## src/rtl/miner_pkg.sv

```systemverilog
// rtl/miner_pkg.sv - shared constants and dispatch state type for the miner nonce dispatcher
package miner_pkg;
  localparam int CHUNK_W      = 512;
  localparam int HASH_W       = 256;
  localparam int TAIL_W       = 96;
  localparam int MSG_LEN_BITS = 640;

  typedef enum logic [2:0] {
    IDLE,
    LOAD,
    WAIT,
    CHECK,
    DONE
  } dispatch_state_t;
endpackage

```

## src/rtl/miner_core_timer.sv

```systemverilog
// rtl/miner_core_timer.sv - enable-gated cycle counter with a rollover flag
module miner_core_timer #(
  parameter int W = 8
) (
  input  logic         clk,
  input  logic         n_rst,
  input  logic         enable_timer,
  input  logic [W-1:0] rollover_val,
  output logic         rollover_flag
);
  logic [W-1:0] r_count;

  // Dropping enable clears the count, so each enabled window starts from zero.
  assign rollover_flag = enable_timer && (r_count == (rollover_val - 1'b1));

  always_ff @(posedge clk or negedge n_rst) begin
    if (!n_rst) begin
      r_count <= '0;
    end else if (!enable_timer || rollover_flag) begin
      r_count <= '0;
    end else begin
      r_count <= r_count + 1'b1;
    end
  end
endmodule

```

## src/rtl/miner_nonce_dispatch.sv

```systemverilog
// rtl/miner_nonce_dispatch.sv - walks a nonce range through one miner core and reports the first hit
module miner_nonce_dispatch
  import miner_pkg::*;
#(
  parameter int TIMEOUT_CYCLES = 255
) (
  input  logic              clk,
  input  logic              n_rst,
  input  logic              job_start,
  input  logic              abort,
  input  logic [TAIL_W-1:0] header_tail,
  input  logic [31:0]       nonce_start,
  input  logic [31:0]       nonce_end,
  input  logic [HASH_W-1:0] target,
  output logic [0:CHUNK_W-1] chunk,
  output logic              hash_enable,
  input  logic              finished,
  input  logic [HASH_W-1:0] hash,
  output logic              busy,
  output logic              done,
  output logic              found,
  output logic [31:0]       found_nonce,
  output logic              error
);
  localparam logic [7:0] TIMEOUT_VAL = TIMEOUT_CYCLES[7:0];

  dispatch_state_t   r_state;
  dispatch_state_t   w_next;
  logic [TAIL_W-1:0] r_tail;
  logic [31:0]       r_nonce;
  logic [31:0]       r_end;
  logic [HASH_W-1:0] r_target;
  logic [HASH_W-1:0] r_hash;
  logic              r_chunk_en;
  logic              r_done;
  logic              r_found;
  logic [31:0]       r_found_nonce;
  logic              r_error;
  logic              w_accept;
  logic              w_hit;
  logic              w_last;
  logic              w_timeout;
  logic              w_abort;

  miner_core_timer #(.W(8)) u_watchdog (
    .clk          (clk),
    .n_rst        (n_rst),
    .enable_timer (r_state == WAIT),
    .rollover_val (TIMEOUT_VAL),
    .rollover_flag(w_timeout)
  );

  assign busy     = (r_state == LOAD) || (r_state == WAIT) || (r_state == CHECK);
  assign w_accept = ((r_state == IDLE) || (r_state == DONE)) && job_start;
  assign w_abort  = abort && busy;
  assign w_hit    = r_hash < r_target;
  assign w_last   = r_nonce == r_end;

  assign hash_enable = (r_state == LOAD);
  assign done        = r_done;
  assign found       = r_found;
  assign found_nonce = r_found_nonce;
  assign error       = r_error;

  // Held at zero until the first job so reset leaves the core input quiet.
  assign chunk = r_chunk_en ? {r_tail, r_nonce, 1'b1, 319'b0, 64'(MSG_LEN_BITS)} : '0;

  always_ff @(posedge clk or negedge n_rst) begin
    if (!n_rst) begin
      r_state <= IDLE;
    end else begin
      r_state <= w_next;
    end
  end

  always_comb begin
    w_next = r_state;
    case (r_state)
      IDLE:    if (job_start) w_next = LOAD;
      LOAD:    w_next = WAIT;
      WAIT: begin
        if (finished)       w_next = CHECK;
        else if (w_timeout) w_next = DONE;
      end
      CHECK:   w_next = (w_hit || w_last) ? DONE : LOAD;
      DONE:    if (job_start) w_next = LOAD;
      default: w_next = IDLE;
    endcase
    if (w_abort) w_next = IDLE;
  end

  always_ff @(posedge clk or negedge n_rst) begin
    if (!n_rst) begin
      r_tail        <= '0;
      r_nonce       <= '0;
      r_end         <= '0;
      r_target      <= '0;
      r_hash        <= '0;
      r_chunk_en    <= 1'b0;
      r_done        <= 1'b0;
      r_found       <= 1'b0;
      r_found_nonce <= '0;
      r_error       <= 1'b0;
    end else begin
      if (w_accept) begin
        r_tail     <= header_tail;
        r_nonce    <= nonce_start;
        r_end      <= nonce_end;
        r_target   <= target;
        r_chunk_en <= 1'b1;
        r_done     <= 1'b0;
        r_found    <= 1'b0;
        r_error    <= 1'b0;
      end
      if ((r_state == WAIT) && finished) begin
        r_hash <= hash;
      end
      if ((r_state == WAIT) && !finished && w_timeout && !w_abort) begin
        r_error <= 1'b1;
        r_done  <= 1'b1;
      end
      if ((r_state == CHECK) && !w_abort) begin
        if (w_hit) begin
          r_found       <= 1'b1;
          r_found_nonce <= r_nonce;
          r_done        <= 1'b1;
        end else if (w_last) begin
          r_done <= 1'b1;
        end else begin
          r_nonce <= r_nonce + 32'd1;
        end
      end
    end
  end
endmodule
```

## config.mk

```make
export PLATFORM = sky130hd
export DESIGN_NAME = miner_nonce_dispatch
export DESIGN_NICKNAME = d
export VERILOG_FILES = /design/src/rtl/miner_pkg.sv /design/src/rtl/miner_core_timer.sv /design/src/rtl/miner_nonce_dispatch.sv
export SDC_FILE = /design/constraint.sdc
export NUM_CORES = 2
export LEC_CHECK = 0
export BUFFER_PORTS_ARGS = -buffer_cell sky130_fd_sc_hd__buf_2
export CORE_AREA = 8 8 473 475
export CTS_BUF_LIST = sky130_fd_sc_hd__clkbuf_8
export DETAILED_ROUTE_END_ITERATION = 12
export DIE_AREA = 0 0 481 483
export PLACE_DENSITY = 0.33
export SYNTH_ARGS = -nofsm -noshare
export SYNTH_HDL_FRONTEND = slang
export SYNTH_SLANG_ARGS = --single-unit
export TNS_END_PERCENT = 5
```

## constraint.sdc

```tcl
create_clock -name clk -period 5 [get_ports clk]
set_input_delay 0.75 -clock clk [delete_from_list [all_inputs] [get_ports clk]]
set_output_delay 0.75 -clock clk [all_outputs]
set_load 0.05 [all_outputs]
```

# ---- Word-level counts from Yosys, hierarchy flattened
# Cells that the tools add are included.
dict set report totals {
  reg_bits 719
  in_bits 677
  output_inout_bits 549
  word_cells 66
}
dict set report op_classes {
  addsub 2
  n_lt_le_gt_ge 1
  n_eq_ne 8
  muxes 22
  reduce_logical 21
}
# cell n
set op_table {}
lappend op_table {{512-bit 2-to-1 mux} 1}
lappend op_table {{256-bit less-than comparator} 1}
lappend op_table {{32-bit 2-to-1 mux} 4}
lappend op_table {{32-bit by 1-bit adder with 32-bit output, second input constant} 1}
lappend op_table {{32-bit == test} 1}
lappend op_table {{3-bit 2-to-1 mux} 5}
lappend op_table {{3-bit case mux with 4 select lines} 1}
lappend op_table {{1-bit 2-to-1 mux} 10}
lappend op_table {{8-bit by 1-bit adder with 8-bit output, second input constant} 1}
lappend op_table {{8-bit == test, second input constant} 1}
lappend op_table {{1-bit logical AND} 8}
lappend op_table {{8-bit 2-to-1 mux} 1}
lappend op_table {{3-bit by 2-bit == test with 1-bit output, second input constant} 2}
lappend op_table {{1-bit logical OR} 5}
lappend op_table {{4-bit inequality test, second input constant} 1}
lappend op_table {{2-bit AND reduction} 2}
lappend op_table {{3-bit by 1-bit == test with 1-bit output, second input constant} 1}
lappend op_table {{3-bit == test, second input constant} 1}
lappend op_table {{1-bit zero test} 3}
lappend op_table {{3-bit zero test} 1}
lappend op_table {{3-bit by 1-bit inequality test with 1-bit output, second input constant} 1}
lappend op_table {{2-bit nonzero test} 1}
lappend op_table {{2-bit OR reduction} 1}

# ---- Logic depth before layout (Yosys ltp)
dict set report logic_depth {
  ltp_word 10
  ltp_mapped 14
  mapped_depth_nobuf 12
}

# ---- Hierarchy
# From an unflattened synthesis, not the netlist that was laid out.
dict set report unflattened {
  hier_cells 3820
  area_unflattened_um2 37911.4
}
# module instances cells_per_inst area_each_um2 seq_area_each_um2
set modules_own_cells {}
lappend modules_own_cells {miner_nonce_dispatch 1 3743 37209.4 17792.1}
lappend modules_own_cells {miner_core_timer 1 77 701.9 200.2}

# ---- Worst setup path before layout
# OpenSTA, ideal clock, no wires.
dict set report synth_timing {
  path_kind {reg-to-reg}
  startpoint {reg r_hash[125]}
  endpoint {reg r_nonce[8]}
  setup_ns 0.119
  t_arrival_ns 3.046
  t_required_ns 4.881
  setup_slack_ns 1.835
  stages_incl_launch_ff 11
  path_buffers 1
  period_less_slack_ns 3.165
  path_cell_list {dfrtp_1 > ha_1 > nand2_1 > or2_1 > or4_1 > or4_1 > a211o_1 > a21oi_2 > buf_6 > mux2_2 > o21a_1}
}
dict set report synth_between {
  elab_chain_len 3
}
# element line_no
set synth_rtl {}
lappend synth_rtl {{start, declared} miner_nonce_dispatch.sv:33} ;# logic [HASH_W-1:0] r_hash;
lappend synth_rtl {{start signal, assigned} miner_nonce_dispatch.sv:116} ;# r_hash <= hash;
lappend synth_rtl {{256-bit less-than comparator} miner_nonce_dispatch.sv:56} ;# assign w_hit = r_hash < r_target;
lappend synth_rtl {{32-bit 2-to-1 mux} miner_nonce_dispatch.sv:123} ;# if (w_hit) begin
lappend synth_rtl {{32-bit 2-to-1 mux} miner_nonce_dispatch.sv:122} ;# if ((r_state == CHECK) && !w_abort) begin
lappend synth_rtl {{end signal, assigned} miner_nonce_dispatch.sv:107} ;# r_nonce <= nonce_start;
lappend synth_rtl {{end signal, assigned} miner_nonce_dispatch.sv:130} ;# r_nonce <= r_nonce + 32'd1;
lappend synth_rtl {{end, declared} miner_nonce_dispatch.sv:30} ;# logic [31:0] r_nonce;
# No other way between the ends.
# A chain may end at the register's enable or synchronous reset.

# ---- Worst setup path after layout
dict set report layout_timing {
  startpoint {reg r_target[81]}
  endpoint {reg r_nonce[31]}
}
dict set report layout_between {
  elab_chain_len 3
}
# element line_no
set layout_rtl {}
lappend layout_rtl {{start, declared} miner_nonce_dispatch.sv:32} ;# logic [HASH_W-1:0] r_target;
lappend layout_rtl {{start signal, assigned} miner_nonce_dispatch.sv:109} ;# r_target <= target;
lappend layout_rtl {{256-bit less-than comparator} miner_nonce_dispatch.sv:56}
lappend layout_rtl {{32-bit 2-to-1 mux} miner_nonce_dispatch.sv:123}
lappend layout_rtl {{32-bit 2-to-1 mux} miner_nonce_dispatch.sv:122}
# No other way between the ends.

==> results.md <==
* Status: finished clean
* Post-CTS resize count at 0
* Worst IR Drop VDD at 0.242 mV
* GPL Wtd Cong at 0.767
* Crit-path slowest cell: a21oi_1
* Initial antenna violation count at 115
* Post-synth top area cell: dfrtp_1
* Layout area overhead at 39.9%
* Reg clk slew, reported paths at 0.06 ns
* Least-Margin Pin Slew at ~1.2 ns
* Final setup violating endpoints at 0
* Leakage power at 25.5 nW
* Req. time, crit path at roughly 5.8 ns
* DRC at 0
* Post-detail-place hpwl at 130 mm
* Yosys top cell area share at 0.480
* Initial DRC count at 1268
* Arrival @ worst endpoint at ~5.3 ns
* Detail Route Antenna Nets at 0
* Crit-path most repeated cell: a21o_1
* DIE AREA at 0.232 sq mm
* Distinct cells, synth at 64
* Routed via count at 31000
* Die height at 483 microns
* H-Tree Depth at 4
* Final Hold Viols at 0
* Via density at 3.76
* Startpoint Class: flip-flop
* WS Path Type: reg -> reg
* Cell area after technology mapping at 0.0375 sq mm
* CP endpoint kind: flip-flop
* Async set-or-reset flop fraction in the synthesized netlist at 1.00
* Largest net degree at the start of global routing at 133
* Clock tree buffer depth at 3
* Syn avg cell area at 9.90 sq um
* Worst min path class: in -> reg
* Synth Instances at 3787
* # port buffers at ~840
* Slew HR at 0.233
* CTS tree: yes
* Tmin final at about 4.5 ns
* Share of cells above drive strength 1 at 0.265
* Clock Skews at 0.0835 ns
* Crit-path cells: inv_1 -> ha_1 -> a21o_1 -> a21o_1 -> a21o_1 -> a221o_1 -> a2111o_1 -> a21oi_1 -> a211o_1 -> a21oi_4 -> or2_2 -> o221a_2
* Wire length per cell at 20.1 microns
* Synth top area cells: dfrtp_1 (48%), ha_1 (8.6%), mux2_2 (8.3%)
* Sequential area share after synthesis at 0.480
* Pre-antenna DRT Iters at 4
* Final #Nets at between 6000 and 7000
* Clk Latency, worst-skew pair at roughly 0.92 ns
* Root buf cell: clkbuf_8
* CTS Hold Buffers Added at between 500 and 600
* Max-Cap Viols at 0
* Starting Density at 0.174
* Total GRT Usage at 0.138
* Yosys warns at 0
* Register bit total from synthesis at 719
* Final WS setup at ~0.49 ns
* Synth Flop Type: dfrtp_1
* CP peak stage delay at just over 0.8 ns
* DRT Wirelength at 166 mm
* Setup Buffers After CTS at 0
* Core Area at 0.216 sq mm
* Crit-path max FO at 16
* Power per Cell Area at 600 mW/mm^2
* Number of synthesized flops with an enable pin at 0
* RSZ-0062 raised after global routing: false
* Max Fclk at 222 MHz
* Overall power at 31.5 mW
* CTS Buf Count at 153
* I/O pins at 1226
* Vias in the first global route at 33500
* Fin crit share at 0.902
* GRT overflow at 0
* Die width at roughly 480 microns
* Worst slack at placement at 0.293 ns
* Num rows at 171
* Pins Over Slew Limit at 0
* First-pass GRT wire length at approximately 240 mm
* CTS Sinks at 719
==> cells in the mapped netlist (56+ instances only) <==
cell type,n
nand2_1,731
dfrtp_1,719
buf_4,385
o21ai_0,306
mux2_2,276
inv_1,273
ha_1,258
and2_1,137
clkbuf_1,137
a21oi_1,97
nor2_1,82
nand4_1,56
==> final cells by class <==
cell class / count / area (sq um)
Clock inverter: 87 / 458
Sequential cell: 719 / 18000
Antenna cell: 51 / 128
Fill cell: 23600 / 164000
Inverter: 273 / 1020
Tap cell: 2854 / 3570
Clock buffer: 189 / 2600
Timing Repair Buffer: 1439 / 10300
Multi-Input combinational cell: 2635 / 16400
==> layout by cell type, fill, tap and decap left out, drive strengths merged, types with 5 or more instances in the layout <==
cell type / n
buf: 893
nand2: 731
dfrtp: 719
dlygate4sd3: 546
conb: 381
inv: 338
o21ai: 306
mux2: 282
ha: 258
clkbuf: 189
and2: 138
a21oi: 98
nor2: 82
nand4: 56
diode: 51
nand3: 37
a21o: 34
xnor2: 33
nor3: 22
clkinv: 20
a211oi: 17
o21a: 15
and3: 12
mux2i: 11
a31oi: 10
nor4: 10
and4: 8
o221a: 8
o211a: 7
o211ai: 7
o2bb2ai: 6
nand2b: 6
xor2: 5
a221o: 5
nor2b: 5
==> worst paths after layout <==
check,startpoint,endpoint,slack [ns],cells past startpoint
max reg2reg,r_target[81]$_DFFE_PN0P_,r_nonce[31]$_DFF_PN0_,0.49,12
max,r_target[81]$_DFFE_PN0P_,r_nonce[31]$_DFF_PN0_,0.49,12
max in group asynchronous,n_rst,r_target[131]$_DFFE_PN0P_,3.11,4
min in group asynchronous,n_rst,r_hash[165]$_DFFE_PN0P_,0.38,2
min reg2reg,r_tail[4]$_DFFE_PN0P_,r_tail[4]$_DFFE_PN0P_,0.47,2
min,hash[2],r_hash[2]$_DFFE_PN0P_,0.13,2
==> flip-flops by register name, summed over array words and instances (netlist names) <==
register and flops:
r_state 3, r_target 256, found 1, r_nonce 32
error 1, found_nonce 32, r_chunk_en 1, r_tail 96
u_watchdog.r_count 8, r_hash 256, r_end 32, done 1
==> layer usage <==
| metal | GRT usage | wire length (microns) | vias to the layer above | share of wire |
|---|---|---|---|---|
| met3 | 0.0355 | 10400 | 313 | 0.063 |
| met1 | 0.159 | 66700 | 14800 | 0.40 |
| met4 | 0.0312 | 3450 | 36 | 0.021 |
| met5 | 0 | 220 | - | 0.0013 |
| li1 | - | - | 14800 | - |
| met2 | 0.253 | 85100 | 1027 | 0.51 |
==> worst max-delay path: cells and delay by family, from the launching register on <==
family          cells  cell delay [ns]
compound gates      9             3.14
simple gates        1             0.51
flops               1             0.36
fa+ha+maj           1             0.25
buf+inv             1             0.08
==> report_power, final <==
part           switching, mW  internal [mW]
Sequential              1.62           8.63
Clock                   3.02           3.44
Combinational           9.36           5.39
Total                   14.0           17.5
==> per-stage QoR <==
step	cells	hold WS, ns	utilization	cell area, sq um	setup TNS [ns]
3_3_place_gp	7373	0.454	0.203	43800	-1.60
3_5_place_dp	7374	0.457	0.203	43800	0
6_report	8247	0.133	0.243	52500	0
4_1_cts	8196	0.000136	0.242	52300	0
5_1_grt	8229	-0.00997	0.243	52400	0
2_1_floorplan	4167	0.438	-	38900	0
==> cell families after synthesis <==
kind of cell               after synthesis  synth area share
buffers and inverters                  813             0.121
other                                    1          0.000100
adders and majority gates              258            0.0861
AOI/OAI and AO/OA                      548            0.0858
and+or+nand+nor                       1117             0.131
DFF                                    719             0.480
xor gates and xnor gates                38           0.00888
muxes                                  293            0.0876
Power figures use the tool's default switching activity.
